===== src/rtl/pipe_dec_pkg.sv =====
// Shared types and constants for the pipelined one-hot decoder.
//   state_e     : FSM states (idle, single decode, multi-cycle scan)
//   MODE_DECODE : mode value selecting a single registered decode
//   MODE_SCAN   : mode value selecting an OUTS-cycle walking scan
package pipe_dec_pkg;

  typedef enum logic [1:0] {
    StIdle,
    StDecode,
    StScan
  } state_e;

  localparam logic MODE_DECODE = 1'b0;
  localparam logic MODE_SCAN   = 1'b1;

endpackage


===== src/rtl/onehot_dec.sv =====
// Combinational binary-to-one-hot decoder.
//   idx : binary index, N bits
//   y   : one-hot code, 2**N bits, bit idx set
module onehot_dec #(
  parameter int unsigned N = 4
) (
  input  logic [N-1:0]      idx,
  output logic [(2**N)-1:0] y
);

  always_comb begin
    y      = '0;
    y[idx] = 1'b1;
  end

endmodule


===== src/rtl/pipe_decoder.sv =====
// Registered one-hot decoder with a walking-scan mode.
//   clk       : clock, rising edge
//   rst_n     : asynchronous active-low reset
//   en        : global enable; low freezes all state and outputs
//   mode      : 0 = single decode, 1 = scan (sampled at acceptance)
//   in_valid  : request present
//   in_sel    : binary select / scan start index
//   in_ready  : request can be accepted this cycle
//   out_valid : out_y holds a valid one-hot code
//   out_y     : registered one-hot output, inverted when ACTIVE_LOW
//   busy      : scan in progress
module pipe_decoder
  import pipe_dec_pkg::*;
#(
  parameter int unsigned N          = 4,
  parameter bit          ACTIVE_LOW = 1'b0
) (
  input  logic                clk,
  input  logic                rst_n,
  input  logic                en,
  input  logic                mode,
  input  logic                in_valid,
  input  logic [N-1:0]        in_sel,
  output logic                in_ready,
  output logic                out_valid,
  output logic [(2**N)-1:0]   out_y,
  output logic                busy
);

  localparam int unsigned OUTS = 2**N;
  localparam logic [OUTS-1:0] YPol  = {OUTS{ACTIVE_LOW}};
  localparam logic [OUTS-1:0] YIdle = YPol;

  state_e          state_q, state_d;
  logic [N-1:0]    scan_idx_q, scan_idx_d;
  logic [N-1:0]    scan_last_q, scan_last_d;
  logic            out_valid_q, out_valid_d;
  logic [OUTS-1:0] out_y_q, out_y_d;

  logic [N-1:0]    scan_next;
  logic [N-1:0]    dec_idx;
  logic [OUTS-1:0] dec_y;

  // Wraps modulo OUTS for free since OUTS is a power of two.
  assign scan_next = scan_idx_q + N'(1);

  // A single decoder serves both paths: the next scan position while
  // scanning, otherwise the incoming select.
  assign dec_idx = (state_q == StScan) ? scan_next : in_sel;

  onehot_dec #(
    .N(N)
  ) u_onehot_dec (
    .idx(dec_idx),
    .y  (dec_y)
  );

  always_comb begin
    state_d     = state_q;
    scan_idx_d  = scan_idx_q;
    scan_last_d = scan_last_q;
    out_valid_d = out_valid_q;
    out_y_d     = out_y_q;
    if (en) begin
      case (state_q)
        StScan: begin
          if (scan_idx_q == scan_last_q) begin
            state_d     = StIdle;
            out_valid_d = 1'b0;
            out_y_d     = YIdle;
          end else begin
            scan_idx_d = scan_next;
            out_y_d    = dec_y ^ YPol;
          end
        end
        default: begin
          // in_ready is high here, so in_valid alone means acceptance.
          if (in_valid) begin
            out_valid_d = 1'b1;
            out_y_d     = dec_y ^ YPol;
            if (mode == MODE_SCAN) begin
              state_d     = StScan;
              scan_idx_d  = in_sel;
              scan_last_d = in_sel - N'(1);
            end else begin
              state_d = StDecode;
            end
          end else begin
            state_d     = StIdle;
            out_valid_d = 1'b0;
            out_y_d     = YIdle;
          end
        end
      endcase
    end
  end

  always_ff @(posedge clk or negedge rst_n) begin
    if (!rst_n) begin
      state_q     <= StIdle;
      scan_idx_q  <= '0;
      scan_last_q <= '0;
      out_valid_q <= 1'b0;
      out_y_q     <= YIdle;
    end else begin
      state_q     <= state_d;
      scan_idx_q  <= scan_idx_d;
      scan_last_q <= scan_last_d;
      out_valid_q <= out_valid_d;
      out_y_q     <= out_y_d;
    end
  end

  assign in_ready  = en & (state_q != StScan);
  assign busy      = (state_q == StScan);
  assign out_valid = out_valid_q;
  assign out_y     = out_y_q;

endmodule


===== config.mk =====
export PLATFORM = sky130hd
export DESIGN_NAME = pipe_decoder
export DESIGN_NICKNAME = d
export VERILOG_FILES = /design/src/rtl/pipe_dec_pkg.sv /design/src/rtl/onehot_dec.sv /design/src/rtl/pipe_decoder.sv
export SDC_FILE = /design/constraint.sdc
export NUM_CORES = 1
export LEC_CHECK = 0
export ABC_AREA = 1
export BUFFER_PORTS_ARGS = -buffer_cell sky130_fd_sc_hd__clkbuf_2
export CAP_MARGIN = 20
export CORE_MARGIN = 2
export CORE_UTILIZATION = 31
export DETAILED_ROUTE_END_ITERATION = 8
export MAX_ROUTING_LAYER = met4
export PLACE_DENSITY_LB_ADDON = 0.25
export SYNTH_ARGS = -nofsm -noshare
export SYNTH_HDL_FRONTEND = slang
export SYNTH_SLANG_ARGS = --single-unit

===== constraint.sdc =====
create_clock -name clk -period 4.2 [get_ports clk]
set_clock_uncertainty 0.15 [all_clocks]
set_input_delay 0.21 -clock clk [delete_from_list [all_inputs] [get_ports clk]]
set_output_delay 0.21 -clock clk [all_outputs]
set_load 0.02 [all_outputs]

; Word-level counts from Yosys, hierarchy flattened
; Index checks and enable logic that the tools add are counted.
[totals]
in_bits = 9
elab_cells = 39
ff_bits = 27
[classes]
n_reduce_logical = 6
mux = 17
magnitude_cmp = 2
eq_ne = 5
n_addsub = 2
bitwise_logic = 2
[ops]
columns = cell, n
row1 = $mux W16, 3
row2 = $mux W4, 5
row3 = $mux W2, 4
row4 = $reduce_and A4 Y1, 2
row5 = $lt A4 B5 Y1 const B, 1
row6 = $add A4 B1 Y4 const B, 1
row7 = $demux W1 S4, 1
row8 = $eq A4 B4 Y1, 1
row9 = $ge A4 B1 Y1 const B, 1
row10 = $mux W1, 4
row11 = $ne A2 B2 Y1 const B, 2
row12 = $reduce_bool A2 Y1, 2
row13 = $sub A4 B1 Y4 const B, 1
row14 = $eq A2 B2 Y1 const B, 1
row15 = $ne A2 B1 Y1 const B, 1
row16 = $reduce_and A2 Y1, 1
row17 = $and A1 B1 Y1, 1
row18 = $logic_and A1 B1 Y1, 1
row19 = $not A1 Y1, 1

; Depth between registers and ports, before layout
; Gate-level depths: netlist of run 1.
[depth]
depth_word = 8
ltp_mapped = 10
ltp_nobuf = 10

; Hierarchy
; Synthesis of run 1 repeated with hierarchy kept, for this count alone.
[hier_totals]
cells_unflattened = 191
hier_area_um2 = 1508.9
[modules_own_cells]
columns = module, seq_area_each_um2, instances, cells_per_inst, area_each_um2
row1 = pipe_decoder, 675.6, 1, 163, 1403.8
row2 = onehot_dec, 0.0, 1, 28, 105.1

; Least setup slack after synthesis of run 1
; No wires, ideal clock.
[synth_timing]
path_kind = reg2reg
from = reg scan_idx_q[0]
to = reg out_y_q[12] (netlist: out_y[12])
slack_ns = 2.693
n_path_buf = 0
synth_period_minus_slack_ns = 1.507
t_arrival_ns = 1.292
setup_ns = 0.065
path_stages_with_launch = 7
path_cell_list = dfrtp_1 ha_1 nand2_1 nand2_2 nor3_4 nand3_1 nand2_1
[synth_between]
elab_chain_len = 8
word_cells_on_any_way = 11
cone_classes = 1 x add/sub / 2 x order compare / 1 x eq/ne / 6 x mux / 1 x reduce/logical
[synth_rtl]
columns = item, line_no
row1 = "start, declared", pipe_decoder.sv:35  ; logic [N-1:0] scan_idx_q, scan_idx_d;
row2 = "start signal, assigned", pipe_decoder.sv:107  ; scan_idx_q <= scan_idx_d;
row3 = $add A4 B1 Y4, pipe_decoder.sv:45  ; assign scan_next = scan_idx_q + N'(1);
row4 = $mux W4, pipe_decoder.sv:49  ; assign dec_idx = (state_q == StScan) ? scan_next : in_sel;
row5 = $lt A4 B5 Y1 (not written as such) / $ge A4 B1 Y1 (equally long branches), onehot_dec.sv:13  ; y[idx] = 1'b1;
row6 = $logic_and A1 B1 Y1 (not written as such), onehot_dec.sv:13
row7 = $mux W1 (not written as such), onehot_dec.sv:13
row8 = $demux W1 S4, --
row9 = "$mux W16, on equally long branches", "pipe_decoder.sv:78, pipe_decoder.sv:67"
row10 = $mux W16 (*), pipe_decoder.sv:65  ; case (state_q)
row11 = "end signal, assigned", pipe_decoder.sv:104  ; out_y_q <= YIdle;
row12 = "end signal, assigned", pipe_decoder.sv:110  ; out_y_q <= out_y_d;
row13 = "end, declared", pipe_decoder.sv:38  ; logic [OUTS-1:0] out_y_q, out_y_d;
; Mark *: on every way between the ends. The rest lies on a longest branch, timed or not.
; A chain may end at the register's enable or synchronous reset.

; Final worst setup path of run 1
[layout_timing]
from = reg scan_idx_q[0]
to = reg out_y_q[4] (netlist: out_y[4])
; The elaborated chain is that of the path after synthesis.

==> out/summary.txt, run 1 <==
FP Rows - 25
vias - 1202
GRT Overall Usage - 13.72%
Placed Instances - 258
min Tclk post-route - 1.696 ns
Clock Power Share - 20.6%
Slew Limit Fails - 0
final std cells w/o fill - 264
WP data required - 4.27 ns
IO Pins - 28
Synth area leader - dfrtp_1
Resized cells post-CTS - 0
core area - 4692 sq um
compound-cell area share of the yosys netlist - 5.356%
Synth Area in Adders - 1.674%
first-pass GRT wire length - 5.637 mm
fmax - 589.6 MHz
first-iteration detailed-routing DRC count - 46
final hold violation count - 0
Worst setup endpoint - out_y[4]
# setup viols final - 0
Post-DP HPWL - 2.409 mm
total CTS buffers - 3
slowest stage cell, crit path - dfrtp_1
die area - 5395 sq um
Worst Hold Margin - 0.07832 ns
Post-CTS Setup Bufs - 0
Post-Synth XOR/XNOR Area - 1.757%
Critical Path Max Stage Delay - 0.49 ns
Final #Nets - 222
setup repair after global routing missed its margin - no
mux contribution to synthesized area - 0%
Max Cap Viol - 0
Worst Hold Class - input port to flop
post-synth top area share - 45.19%
dpl ws - 2.516 ns
CTS H-tree depth - 1
Setup CP Type - flop to flop
grt total ovfl - 0
total power - 0.7379 mW
Synth area leaders - dfrtp_1 (45%), nand2_1 (18%), nand3_1 (7.4%), nor2_4 (3.8%), inv_1 (3.3%)
final worst setup slack - 2.504 ns
Comb power frac - 33.0%
FF-to-FF End - out_y[4]
largest net degree at the start of global routing - 28
number of antenna violations at the first check in global routing - 0
worst r2r src - scan_idx_q[0]
Util after Layout - 36.53%
syn nets - 193
routed vias/inst - 4.553
main combinational cell family by area after synthesis - simple AND/OR/NAND/NOR gates
placed cell area - 1645 sq um
total of warnings raised by yosys - 0
critical path, cell by cell - ha_1 -> nand2_1 -> nand2_2 -> nor3_4 -> nand3_1 -> nand2_1
R2R Setup Slk - 2.50 ns
Initial Util - 31.87%
Area Growth Syn to Fin - 14.64%
Detailed Route WL - 3.226 mm
Remaining DRCs - 0
Top cell by count, worst path - nand2_1
Seq pwr share - 46.5%
vias in the first global route - 1188
Worst-Margin Slew - 0.7087 ns
Synth Area per Inst - 8.215 sq um
Clock Latency Late Sink - 0.28 ns
height of the die - 73.45 microns
crit-path max FO - 7
Diodes inserted - 0
Critical Path Sink Type - flop
Die W - 73.45 microns
design area - 1714 sq um
WP data arrival - 1.76 ns
Simple-Gate Fraction of Synth Area - 38.49%
Reg2Reg Depth - 6
input/output buffers - 27
Setup Total Neg Slack - 0 ns
#FFs+latches synth - 27
Critical Path Start Type - flop
clock tree sinks - 27
Cells after Synth - 182
drt first pass iters - 4
Placer Congestion - 0.7848
CTS root buf - clkbuf_8
leakage power - 0.9381 nW
Worst VDD drop - 0.1702 mV
register area share after synthesis - 45.19%
CP Launch Point - scan_idx_q[0]
TritonCTS clock tree - yes
Final Cycle Share - 40.39%
run status - finished clean
cell-internal power - 0.4475 mW
Sw Pwr - 0.2903 mW
PD cells - 430.5 nW/um^2
Clk pin slew, worst setup/hold paths - 0.10 ns
share of layout cells above drive strength 1 - 25.71%
Distinct cells, synth - 29
Final ANT Viol Nets - 0
# fillers - 516
maximum clock path buffer count - 2
Slew HR - 52.70%
sw frac - 39.35%
routed len/inst - 12.22 microns
cell area after synthesis - 1495 sq um
==> logic make-up after synthesis <==
| logic type | Yosys count |
|---|---|
| simple gates | 117 |
| buf+inv | 21 |
| flops | 27 |
| fa+ha+maj | 2 |
| xor+xnor | 3 |
| compound gates | 12 |
==> repair_timing <==
item | 4_1_cts | 5_1_grt
hold buffers | 2 | 0
hold endpoints to repair | 28 | 0
setup endpoints to repair | 0 | 0
==> cell usage after synthesis, drive strengths merged <==
cell,n
nand2,77
nand3,23
inv,16
o21ai,9
buf,5
xor2,2
ha,2
nor2,11
xnor2,1
a21oi,2
o22ai,1
dfrtp,27
nor3,3
or2,2
nand4,1
==> flip-flops by register name, summed over array words and instances, names as in the netlist <==
register / flops
state_q: 2
scan_idx_q: 4
scan_last_q: 4
out_valid: 1
out_y: 16
==> worst min-delay path by stage <==
stage / from / endpoint / slack (ns) / depth (start not counted)
6_report: en / state_q[0] / 0.08 / 2
4_1_cts: en / state_q[0] / 0.08 / 2
5_1_grt: en / state_q[0] / 0.1 / 2
3_3_place_gp: rst_n / out_valid / 0.14 / 1
2_1_floorplan: rst_n / out_valid / -0.24 / 0
3_5_place_dp: rst_n / out_valid / 0.14 / 1
==> cell usage in the layout, fill, tap and decap left out, types with 2 or more instances in the layout <==
cell type	synthesis	final
nand2_1	71	71
clkbuf_2	0	27
dfrtp_1	27	27
nand3_1	22	22
inv_1	13	13
nor2_4	5	5
o21ai_0	4	4
inv_2	3	3
nor2_1	3	3
nand2_4	3	3
o21ai_1	3	3
nor2_2	3	3
nand2_2	3	3
clkbuf_8	0	3
xor2_1	2	2
or2_1	2	2
ha_1	2	2
dlygate4sd3_1	0	2
==> metal layers <==
| metal | track usage, % | up-vias | routed length, microns | part of all wire (%) |
|---|---|---|---|---|
| li1 | - | 628 | - | - |
| met1 | 18.63 | 556 | 1647 | 51 |
| met2 | 21.63 | 14 | 1466 | 45 |
| met3 | 1.783 | 4 | 63 | 2.0 |
| met4 | 3.636 | 0 | 48 | 1.5 |
| met5 | - | - | 0 | 0 |
==> critical path: cells and delay by family, from the launching register on <==
family        cells  cell delay (ns)
simple gates      5             0.62
flops             1             0.49
fa+ha+maj         1             0.37
==> power by group through the flow <==
| stage | sequential (mW) | combinational, mW | clock, mW |
|---|---|---|---|
| 2_1_floorplan | 0.354 | 0.182 | 0 |
| 3_3_place_gp | 0.347 | 0.243 | 0 |
| 3_5_place_dp | 0.348 | 0.245 | 0 |
| 4_1_cts | 0.343 | 0.247 | 0.161 |
| 5_1_grt | 0.352 | 0.277 | 0.170 |
| 6_report | 0.343 | 0.243 | 0.152 |
==> layout make-up <==
cell class                 count  area [sq um]  share of cell area (%)
sequential                    27         675.6                   39.42
clock buffer                   3         41.29                   2.409
tap                           54         67.56                   3.942
clock inverter                 1         7.507                  0.4380
multi-input combinational    134         706.9                   41.24
inverter                      16         60.06                   3.504
timing repair buffer          29         155.1                   9.051
Note: power is estimated with default switching activity, not from simulation.
==> run 2: changes to the inputs <==
ABC_AREA = 0   (was 1)
clock period = 1.7 ns   (was 4.2 ns; I/O delays follow)
==> out/summary.txt, run 2 <==
Final Cycle Share - 111.2%
GRT Overall Usage - 14.83%
total power - 2.787 mW
Util after Layout - 45.90%
Distinct cells, synth - 32
Detailed Route WL - 3.482 mm
Critical Path Start Type - flop
fmax - 528.8 MHz
most frequent cells in the layout - clkbuf_2 (27), dfrtp_1 (27), inv_1 (22)
FF-to-FF End - scan_idx_q[1]
Post-DP HPWL - 2.559 mm
prevailing post-synth register cell - dfrtp_1
Synth area leaders - dfrtp_1 (50%), o22ai_1 (7.4%), inv_1 (6.1%), o21ai_0 (3.3%), xor2_1 (3.2%)
Placer Congestion - 0.8523
PD cells - 1486 nW/um^2
cell area after synthesis - 1350 sq um
Die W - 69.99 microns
# setup viols final - 20
Clk pin slew, worst setup/hold paths - 0.09 ns
final worst setup slack - -0.1912 ns
Slew HR - 55.45%
Critical Path Max Stage Delay - 0.53 ns
Synth area leader - dfrtp_1
final hold violation count - 0
setup repair after global routing missed its margin - yes
Clock Power Share - 13.2%
critical path, cell by cell - xor2_2 -> o41a_4 -> nand2b_4 -> mux2_4
Seq pwr share - 33.1%
DR top layer - met4
core area - 4086 sq um
failing checks - setup timing
WP data arrival - 1.91 ns
Worst Hold Class - input port to flop
maximum clock path buffer count - 2
Slew Limit Fails - 0
IO Pins - 28
Largest register FFs - 16
R2R Setup Slk - -0.19 ns
Worst setup endpoint - scan_idx_q[1]
Final ANT Viol Nets - 0
ys async rst share - 100.0%
synth cell count leaders - dfrtp_1 (27), inv_1 (22), o22ai_1 (16)
first-iteration detailed-routing DRC count - 46
vias - 1177
Worst-Margin Slew - 0.6683 ns
Setup CP Type - flop to flop
routed length on met3 - 120 microns
share of layout cells above drive strength 1 - 40.00%
routed wl met2 - 1.799 mm
CTS H-tree depth - 1
Sw Pwr - 1.140 mW
Synth Area per Inst - 10.07 sq um
Cells after Synth - 134
sw frac - 40.89%
grt total ovfl - 0
die area - 4899 sq um
crit-path max FO - 6
register area share after synthesis - 50.05%
Comb power frac - 53.7%
Worst VDD drop - 0.4713 mV
WL met1 - 1.487 mm
total CTS buffers - 3
Diodes inserted - 0
#FFs+latches synth - 27
Reg2Reg Depth - 4
# fillers - 401
Remaining DRCs - 0
routed vias/inst - 5.117
FP Rows - 23
Area Growth Syn to Fin - 38.92%
critical path depth - 4
clock tree sinks - 27
HP Start - in_sel[3]
CP Launch Point - scan_last_q[0]
Initial Util - 33.04%
slowest stage cell, crit path - o41a_4
input/output buffers - 27
leakage power - 0.8608 nW
syn nets - 145
routed len/inst - 15.14 microns
first-pass GRT wire length - 5.616 mm
number of synthesized flops with an enable pin - 0
drt first pass iters - 4
WP data required - 1.72 ns
worst r2r src - scan_last_q[0]
Worst Hold Margin - 0.1128 ns
Setup Total Neg Slack - -2.955 ns
min Tclk post-route - 1.891 ns
family with the most delay on the worst path - compound AO/OA/AOI/OAI gates
dpl ws - -0.1502 ns
total of warnings raised by yosys - 0
largest net degree at the start of global routing - 28
cell-internal power - 1.648 mW
post-synth top area share - 50.05%
run status - finished with violations
number of antenna violations at the first check in global routing - 0
CTS root buf - clkbuf_8
height of the die - 69.99 microns
Critical Path Sink Type - flop
worst path buffer plus inverter count - 0
most common cell in the synthesized netlist - dfrtp_1
Max Cap Viol - 0
Final #Nets - 192
vias in the first global route - 1230
Clock Latency Late Sink - 0.27 ns
TritonCTS clock tree - yes
run 2: worst min-delay path by stage:
stage / endpoint / slack, ns / cells past startpoint
2_1_floorplan: out_valid / -0.36 / 0
3_3_place_gp: scan_last_q[2] / -0.009 / 1
3_5_place_dp: scan_last_q[0] / 0.003 / 1
4_1_cts: scan_last_q[3] / 0.08 / 3
5_1_grt: scan_last_q[3] / 0.14 / 3
6_report: scan_last_q[3] / 0.11 / 3
run 2: timing repair:
item / in CTS / in global routing
endpoints found under the setup margin: 20 / 21
setup buffers: 0 / 1
gates resized for setup: 1 / 22
pin swaps: 1 / 10
hold buffers: 5 / 0
hold endpoints to repair: 30 / 0
run 2: area by class of cell:
type / instances / area, sq um / share of cell area (%)
Timing Repair Buffer: 48 / 316.6 / 16.88
Sequential cell: 27 / 675.6 / 36.02
Tap cell: 50 / 62.56 / 3.336
Multi-Input combinational cell: 78 / 689.4 / 36.76
Clock buffer: 4 / 45.04 / 2.402
Inverter: 23 / 86.33 / 4.603
run 2: worst min-delay path, stage by stage:
cell and delay [ns]:
clkbuf_2 0.16, xnor2_1 0.16, o21ai_0 0.09
run 2: logic make-up after synthesis:
logic type,count (synthesis),share of synthesized area [%]
compound gates,40,21.59
buf+inv,29,8.711
flops,27,50.05
simple gates,25,9.731
xor+xnor,9,5.838
mux,2,2.224
fa+ha+maj,2,1.853
run 2: layer usage:
layer	global-route usage (%)	up-vias
met2	26.24	26
met4	6.197	0
li1	-	560
met5	-	-
met1	16.86	584
met3	1.876	7
run 2: power by group through the flow:
stage / combinational, mW / clock [mW] / sequential (mW)
final: 1.50 / 0.367 / 0.923
after CTS: 1.27 / 0.372 / 0.920
after global routing: 1.62 / 0.395 / 0.949
after floorplan: 0.732 / 0 / 1.01
after global placement: 1.21 / 0 / 0.923
after detailed placement: 1.25 / 0 / 0.931
run 2: per-stage QoR:
| stage | cell area, sq um | instances |
|---|---|---|
| after floorplan | 1350 | 134 |
| final | 1876 | 230 |
| after CTS | 1732 | 229 |
| after detailed placement | 1629 | 220 |
| after global routing | 1876 | 230 |
| after global placement | 1629 | 220 |
==> run 3: changes to the inputs <==
CORE_ASPECT_RATIO = 1.25   (was not set)
==> out/summary.txt, run 3 (same netlist as run 2, synthesis figures left out) <==
Critical Path Start Type - flop
largest net degree at the start of global routing - 28
Worst Hold Class - input port to flop
Largest register FFs - 16
vias in the first global route - 1193
slowest stage cell, crit path - o41a_4
core area - 4131 sq um
clock tree sinks - 27
# setup viols final - 20
Slew HR - 55.97%
WP data arrival - 1.88 ns
share of layout cells above drive strength 1 - 30.34%
worst path buffer plus inverter count - 0
grt total ovfl - 0
routed length on met3 - 82 microns
Worst-Margin Slew - 0.6604 ns
GRT Overall Usage - 14.84%
R2R Setup Slk - -0.16 ns
Seq pwr share - 35.3%
fmax - 536.3 MHz
total CTS buffers - 3
input/output buffers - 27
Critical Path Sink Type - flop
Slew Limit Fails - 0
Sw Pwr - 1.033 mW
sw frac - 39.89%
IO Pins - 28
Final #Nets - 190
Comb power frac - 50.7%
run status - finished with violations
Clock Power Share - 14.0%
first-iteration detailed-routing DRC count - 37
Final ANT Viol Nets - 0
WP data required - 1.71 ns
most frequent cells in the layout - clkbuf_2 (27), dfrtp_1 (27), inv_1 (22)
drt first pass iters - 4
height of the die - 77.78 microns
setup repair after global routing missed its margin - yes
Detailed Route WL - 3.316 mm
leakage power - 0.8159 nW
Remaining DRCs - 0
die area - 4902 sq um
Die W - 63.03 microns
routed len/inst - 14.17 microns
Clock Latency Late Sink - 0.27 ns
Diodes inserted - 0
Worst VDD drop - 0.5360 mV
DR top layer - met4
Post-DP HPWL - 2.536 mm
critical path, cell by cell - xor2_1 -> o41a_4 -> nand2b_4 -> mux2_4
# fillers - 419
Max Cap Viol - 0
Placer Congestion - 0.8354
min Tclk post-route - 1.865 ns
family with the most delay on the worst path - compound AO/OA/AOI/OAI gates
FP Rows - 26
Initial Util - 32.68%
final worst setup slack - -0.1646 ns
Final Cycle Share - 109.7%
routed vias/inst - 4.786
crit-path max FO - 7
CTS root buf - clkbuf_8
failing checks - setup timing
Clk pin slew, worst setup/hold paths - 0.09 ns
WL met1 - 1.391 mm
Critical Path Max Stage Delay - 0.55 ns
CTS H-tree depth - 1
number of antenna violations at the first check in global routing - 0
maximum clock path buffer count - 2
dpl ws - -0.2124 ns
Area Growth Syn to Fin - 29.93%
first-pass GRT wire length - 5.595 mm
TritonCTS clock tree - yes
Worst Hold Margin - 0.02068 ns
vias - 1120
cell-internal power - 1.556 mW
routed wl met2 - 1.762 mm
Setup CP Type - flop to flop
PD cells - 1476 nW/um^2
final hold violation count - 0
run 3: power groups by stage:
stage | Clock (mW) | Sequential [mW] | Combinational (mW)
floorplan | 0 | 1.01 | 0.732
CTS | 0.380 | 0.916 | 1.28
detailed placement | 0 | 0.930 | 1.22
global placement | 0 | 0.925 | 1.21
finish | 0.363 | 0.914 | 1.31
global route | 0.403 | 0.938 | 1.44
run 3: layer usage:
metal,vias up,track usage (%)
met4,0,5.778
li1,559,-
met1,534,17.11
met5,-,-
met2,20,26.06
met3,7,1.884
run 3: timing repair:
item,in CTS,in global routing
endpoints found under the hold margin,30,0
pin swaps,1,0
hold buffers,5,0
setup endpoints to repair,20,21
resized for setup,2,2
buffers inserted,1,0
run 3: worst reg2reg max path: stages, from the launching register on:
cell and delay [ns]:
dfrtp_1 0.39, xor2_1 0.18, o41a_4 0.55, nand2b_4 0.19, mux2_4 0.30
run 3: worst paths after layout:
| kind | start | to | cells after the start |
|---|---|---|---|
| min in group asynchronous | rst_n | state_q[1] | 2 |
| setup reg to reg | scan_idx_q[0] | scan_idx_q[3] | 4 |
| hold reg to reg | scan_last_q[3] | scan_last_q[3] | 2 |
| setup / recovery | scan_idx_q[0] | scan_idx_q[3] | 4 |
| hold / removal | in_sel[3] | scan_last_q[3] | 3 |
| max in group asynchronous | rst_n | state_q[0] | 2 |
run 3: layout make-up:
type,instances,area (sq um),share of cell area [%]
clock buffers,4,45.04,2.568
inverters,23,86.33,4.922
multi-input cells,78,586.8,33.45
flip-flops and latches,27,675.6,38.52
well taps,56,70.07,3.994
repair buffers,46,290.3,16.55
run 3: metrics by stage:
step | area [sq um] | power (mW) | utilization, % | TNS (ns) | std cells
finish | 1754 | 2.589 | 42.46 | -2.584 | 234
global route | 1754 | 2.780 | 42.46 | -4.017 | 234
CTS | 1739 | 2.579 | 42.10 | -2.504 | 234
detailed placement | 1622 | 2.151 | 39.25 | -2.909 | 224
global placement | 1622 | 2.131 | 39.25 | -2.369 | 224
floorplan | 1350 | 1.740 | - | -1.477 | 134
